$ cat src/rtl/uart_rx_fifo.sv
// rtl/uart_rx_fifo.sv - UART receive FIFO with level, watermark, overflow and character timeout
module uart_rx_fifo #(
    parameter int DEPTH   = 16,
    parameter int WIDTH   = 8,
    parameter int TO_BITS = 40,
    localparam int AW     = $clog2(DEPTH)
) (
    input  logic             clk_i,
    input  logic             rstn_i,
    input  logic [15:0]      cfg_div_i,
    input  logic [AW:0]      cfg_thresh_i,
    input  logic             clr_i,
    input  logic [WIDTH-1:0] rx_data_i,
    input  logic             rx_valid_i,
    output logic             rx_ready_o,
    output logic [WIDTH-1:0] rd_data_o,
    output logic             rd_valid_o,
    input  logic             rd_ready_i,
    output logic [AW:0]      level_o,
    output logic             full_o,
    output logic             empty_o,
    output logic             thresh_o,
    output logic             ovf_o,
    input  logic             ovf_clr_i,
    output logic             timeout_o
);

    localparam int BW = $clog2(TO_BITS + 1);

    logic [WIDTH-1:0] mem [DEPTH];
    logic [AW:0]      wptr, rptr, wptr_n, rptr_n, level_n;
    logic             push, pop, accept, thresh_n;
    logic [15:0]      div_cnt, div_n, div_max;
    logic [BW-1:0]    bit_cnt, bit_n;
    logic             timeout_n;

    assign empty_o    = (wptr == rptr);
    assign full_o     = (wptr[AW] != rptr[AW]) && (wptr[AW-1:0] == rptr[AW-1:0]);
    assign level_o    = wptr - rptr;
    assign rd_valid_o = !empty_o;
    assign rd_data_o  = rd_valid_o ? mem[rptr[AW-1:0]] : '0;

    assign push   = rx_valid_i & rx_ready_o;
    assign pop    = rd_valid_o & rd_ready_i;
    // A full FIFO still accepts when the head leaves in the same cycle.
    assign accept = push & (!full_o | pop) & !clr_i;

    always_comb begin
        wptr_n = wptr;
        rptr_n = rptr;
        if (clr_i) begin
            wptr_n = '0;
            rptr_n = '0;
        end else begin
            if (accept) wptr_n = wptr + 1'b1;
            if (pop)    rptr_n = rptr + 1'b1;
        end
        level_n  = wptr_n - rptr_n;
        thresh_n = (cfg_thresh_i != '0) && (level_n >= cfg_thresh_i);
    end

    assign div_max = (cfg_div_i == 16'd0) ? 16'd1 : cfg_div_i;

    // Bit-time counter only runs while data sits untouched in the FIFO.
    always_comb begin
        div_n     = div_cnt;
        bit_n     = bit_cnt;
        timeout_n = timeout_o;
        if (clr_i || empty_o || push || pop) begin
            div_n     = '0;
            bit_n     = '0;
            timeout_n = 1'b0;
        end else begin
            if (div_cnt >= div_max - 16'd1) begin
                div_n = '0;
                if (bit_cnt != BW'(TO_BITS)) bit_n = bit_cnt + 1'b1;
            end else begin
                div_n = div_cnt + 16'd1;
            end
            if (bit_n == BW'(TO_BITS)) timeout_n = 1'b1;
        end
    end

    always_ff @(posedge clk_i or negedge rstn_i) begin
        if (!rstn_i) begin
            wptr       <= '0;
            rptr       <= '0;
            rx_ready_o <= 1'b0;
            thresh_o   <= 1'b0;
            ovf_o      <= 1'b0;
            timeout_o  <= 1'b0;
            div_cnt    <= '0;
            bit_cnt    <= '0;
        end else begin
            wptr       <= wptr_n;
            rptr       <= rptr_n;
            rx_ready_o <= 1'b1;
            thresh_o   <= thresh_n;
            timeout_o  <= timeout_n;
            div_cnt    <= div_n;
            bit_cnt    <= bit_n;
            if (clr_i)
                ovf_o <= 1'b0;
            else if (push && full_o && !pop)
                ovf_o <= 1'b1;
            else if (ovf_clr_i)
                ovf_o <= 1'b0;
        end
    end

    always_ff @(posedge clk_i) begin
        if (accept) mem[wptr[AW-1:0]] <= rx_data_i;
    end

endmodule

$ cat config.mk
export PLATFORM = sky130hd
export DESIGN_NAME = uart_rx_fifo
export DESIGN_NICKNAME = d
export VERILOG_FILES = /design/src/rtl/uart_rx_fifo.sv
export SDC_FILE = /design/constraint.sdc
export NUM_CORES = 1
export LEC_CHECK = 0
export ABC_CLOCK_PERIOD_IN_PS = 9400
export CORE_ASPECT_RATIO = 1.4
export CORE_MARGIN = 1
export CORE_UTILIZATION = 51
export CTS_CLUSTER_SIZE = 10
export DETAILED_ROUTE_END_ITERATION = 8
export PLACE_DENSITY = 0.71
export SYNTH_ARGS = -nofsm -noshare
export SYNTH_HDL_FRONTEND = slang
export SYNTH_SLANG_ARGS = --single-unit
$ cat constraint.sdc
create_clock -name clk_i -period 9.4 [get_ports clk_i]
set_input_delay 1.88 -clock clk_i [delete_from_list [all_inputs] [get_ports clk_i]]
set_output_delay 1.88 -clock clk_i [all_outputs]
set_load 0.02 [all_outputs]
# Yosys cells after proc, flatten, opt, wreduce, memory -nomap -nowiden
# Memory sizes are Yosys's and may differ from the RTL's.
# Cells that the tools add are included.
# totals
mem_count	1
word_cells	62
register_bits	36
in_bits	35
mem_bits_rw	128
out_inout_bits	20
# memory_table
name	words	word_bits	read_ports	rd_ports_with_merged_regs	write_ports	line_no	source
mem	16	8	1	0	1	30	logic [WIDTH-1:0] mem [DEPTH];
# classes
n_lt_le_gt_ge	2
n_eq_ne	5
n_reduce_logical	15
n_bitwise	5
mux	19
add_sub_neg	7
# op_table
op	count
2-to-1 mux 16 bit	3
2-to-1 mux 6 bit	4
2-to-1 mux 5 bit	4
adder 16 x 1 -> 16 bit, second input constant	1
>= comparator 16 bit	1
logical NOT 16 bit	1
subtractor 16 x 1 -> 16 bit, second input constant	1
adder 5 x 1 -> 5 bit, second input constant	2
subtractor 5 bit	2
2-to-1 mux 8 bit	1
2-to-1 mux 1 bit	7
adder 6 x 1 -> 6 bit, second input constant	1
== test 6 bit, second input constant	1
inequality test 6 bit, second input constant	1
== test 5 bit	1
>= comparator 5 bit	1
nonzero test 5 bit	1
AND 1 bit	4
== test 4 bit	1
logical AND 1 bit	4
logical NOT 1 bit	4
logical OR 1 bit	3
nonzero test 3 bit	1
nonzero test 2 bit	1
2 further kinds	2

# Depth between registers and ports, before layout
# logic_depth
word_depth	11
depth_mapped	19
mapped_depth_nobuf	17

# Least setup slack after synthesis
# OpenSTA, ideal clock, no wires.
# synth_timing
path_kind	input port to flip-flop
start	input cfg_div_i[9]
end	register timeout_o
arrival_ns	5.118
cell_stages	18
setup_time_ns	0.094
path_slack_ns	4.188
required_time_ns	9.306
n_path_buf	1
cell_sequence	or4_1 > nor3_1 > nand3b_1 > nor4_1 > nor2_1 > ha_1 > nand3_1 > nor3_1 > xnor2_1 > ha_1 > nand4_1 > or3_1 > a31oi_1 > a211o_2 > buf_6 > and3_1 > o221ai_1 > a221oi_2
# synth_via
elab_chain_len	8
# synth_lines
item	line_no	source
start: declaration	10	input logic [15:0] cfg_div_i,
logical NOT 16 bit	62	assign div_max = (cfg_div_i == 16'd0) ? 16'd1 : cfg_div_i;
2-to-1 mux 16 bit *	62	
subtractor 16 x 1 -> 16 bit *	74	if (div_cnt >= div_max - 16'd1) begin
>= comparator 16 bit *	74	
2-to-1 mux 6 bit *	74	
2-to-1 mux 6 bit *	69	if (clr_i || empty_o || push || pop) begin
== test 6 bit *	80	if (bit_n == BW'(TO_BITS)) timeout_n = 1'b1;
nonzero test 2 bit (no line) *	n/a	
end signal: assignment	99	timeout_o <= timeout_n;
end: declaration	25	output logic timeout_o
# Mark *: on every way between the ends. The rest lies on a longest branch, timed or not. The select of a mux whose other input is x is not followed.
# A chain may end at the register's enable or synchronous reset.

# Final worst setup path
# Ends and elaborated chain as after synthesis.

==> run metrics <==
Power per Cell Area=between 150 and 200 nW/µm²; Post-synth EDFFs=128; met2 Use GR=between 40% and 50%; synth cell count leaders=128 x edfxtp_1, 50 x nor2_1, 38 x ha_1; cell taking the most area after synthesis=edfxtp_1; max-slew headroom at the worst pin=24.8%; crit start category=input port; post-cts sizing count=0; Initial DRC Count=331; Root Buffer=clkbuf_16; CTS tree=done; H-tree lvl count=4; ys async rst share=22.0%; outcome=finished, final reports clean; final net count=a little over 700; Synth Area per Inst=approximately 13 µm²; Final ANT Viol Nets=0; WL/cell=between 15 and 20 µm; total grt overflow=0; Tmin final=about 5700 ps; post-synthesis sequential area ratio=between 60% and 70%; design area=between 9000 and 10,000 µm²; most frequent cell after synthesis=edfxtp_1; CP delay by family, top=simple AND/OR/NAND/NOR gates; Max Buffers Root-to-Sink=2; Via density=just under 6; GRT busiest layer=met2; Area growth syn-to-layout=16.9%; setup TNS=0 ps; cell count after synthesis=a little under 600; final WL=roughly 16,000 µm; core box area=15,100 µm²; Final GP Congestion=0.809; register bit count reported by yosys=around 160; clk_lat worst skew=~420 ps; # IOs=55; die area=15,900 µm²; fmax=around 0.18 GHz; Area after DPL=about 8600 µm²; max incr delay on CP=630 ps; crit share post-route=between 60% and 70%; Netlist cell types=53; met3 usage=under 10%; syn nets=between 600 and 700; final core utilization=roughly three fifths; final worst slack=3700 ps; initial core utilization=a little over half; final setup vio count=0; clock skew=9.85 ps; Residual DRC=0; Synth warnings=0; DR vias=4,922; CP arrival=6030 ps; Max Slew Vio Count=0; post-place setup slack=around 3300 ps; Port Buffer Count=54; synthesized cell area=around 8000 µm²; CP Class=in2reg; largest net degree at the start of global routing=52; Num CTS Buffers=17; ys flop type=edfxtp_1; measured slew at the worst slew-check pin=approximately 1100 ps; Worst Setup End Kind=flip-flop; top-area cell type share of the netlist area=a little under 50%; Die H=around 150 µm; Synth area leaders=edfxtp_1 49%, dfrtp_1 11%, ha_1 6.0%; GRT Util Overall=between 20% and 30%; CTS Sinks=164; Final Hold Viols=0; CP Cell Sequence=clkdlybuf4s50_1, or4_1, nor3_1, nand3b_1, nor4_1, nor2_1, ha_1, nand3_1, nor4_1, xnor2_1, ha_1, nand4_1, or3_1, a31oi_1, a211o_2, and3_1, o221ai_1, a221oi_2; clock slew at reported path FFs=about 60 ps; Static Leak=around 3.2 nW; critical path peak fanout=11; global-route wire length before repair=roughly 26,000 µm; postcts setup bufs=0; vias in the first global route=5,102; Req. time, crit path=~9700 ps; Buf/Inv on CP=1; num rows=53; Max Cap Viol=0; drt first pass iters=5; total power draw=roughly 1.8 mW; CP max stage cell=or4_1; initial antenna violation count=0; Die X=roughly 110 µm; met1 GRT Util=23.8%; antenna fix cells=0; Detailed Place HPWL=11,200 µm; share of post-route cells with drive strength above 1=between 10% and 20%; hold_buf cts=0; Hold Crit Class=reg2reg; unrepaired setup endpoints after global routing=no; VDD IR max=0.000121 V
[cell type report]
cell class / count / area (µm²)
Clock inverter: 15 / 189
Fill cell: 1150 / 5850
Tap cell: 192 / 240
Timing Repair Buffer: 59 / 573
Sequential cell: 164 / 4750
Multi-Input combinational cell: 369 / 2920
Inverter: 30 / 113
Clock buffer: 17 / 425
[cell families (layout without fill, tap and decap cells)]
logic type                 Yosys count  after routing  share of synthesized area, %
AOI/OAI and AO/OA                   78             78                          7.00
xor gates and xnor gates            43             43                          4.88
adders and majority gates           40             40                          6.55
buffers and inverters               51            121                          2.64
DFF                                164            164                          60.3
muxes                               51             51                          9.03
other                                1              1                        0.0476
and+or+nand+nor                    156            156                          9.57
[through the flow]
stage               hold WS, ps  std cells
floorplan                   474        584
CTS                         521        846
detailed placement          509        814
global placement            500        814
global route                559        846
finish                      520        846
[report_power, final]
group | internal (mW) | total [mW] | switching (mW)
sequential | 0.789 | 0.794 | 0.00545
combinational | 0.124 | 0.264 | 0.140
clock | 0.405 | 0.709 | 0.304
total | 1.32 | 1.77 | 0.450
[worst paths after layout]
| kind | startpoint | endpoint | slack, ps | cells past startpoint |
|---|---|---|---|---|
| min in group asynchronous | rstn_i | ovf_o | 1550 | 1 |
| worst min-delay path | div_cnt[0] | div_cnt[0] | 520 | 1 |
| worst max-delay path | cfg_div_i[9] | timeout_o | 3700 | 18 |
| max in group asynchronous | rstn_i | rptr[0] | 7280 | 1 |
| worst max register to register | rptr[1] | thresh_o | 5110 | 16 |
| worst min register to register | div_cnt[0] | div_cnt[0] | 520 | 1 |
[placed cells by master, fill, tap and decap left out, types with 5 or more instances in the layout]
master | netlist | final
clkbuf_16 | 0 | 17
edfxtp_1 | 128 | 128
nor4_1 | 5 | 5
mux2i_1 | 35 | 35
xor2_1 | 16 | 16
ha_1 | 38 | 38
or2_2 | 5 | 5
nand3_1 | 13 | 13
nor2_1 | 50 | 50
and3_1 | 7 | 7
nor3_1 | 20 | 20
nand2b_1 | 6 | 6
nand4_1 | 8 | 8
nand2_1 | 27 | 27
clkdlybuf4s50_1 | 0 | 53
or3_1 | 6 | 6
o22ai_1 | 8 | 8
xnor2_1 | 26 | 26
inv_1 | 29 | 29
o21ai_0 | 5 | 5
a21oi_1 | 26 | 26
dfrtp_1 | 36 | 35
o221ai_1 | 18 | 18
mux4_2 | 16 | 16
buf_4 | 0 | 5
[per-layer routing]
| metal | share of wire, % | vias to the layer above |
|---|---|---|
| met5 | 0 | - |
| met4 | 2.5 | 0 |
| met3 | 4.1 | 33 |
| met2 | 55 | 130 |
| met1 | 38 | 2451 |
| li1 | - | 2308 |
[flip-flops by register name, summed over array words and instances (netlist names), 5 cells and up]
signal and cells:
rptr 5, bit_cnt 6, mem 128, wptr 5, div_cnt 16
Power figures use the tool's default switching activity.
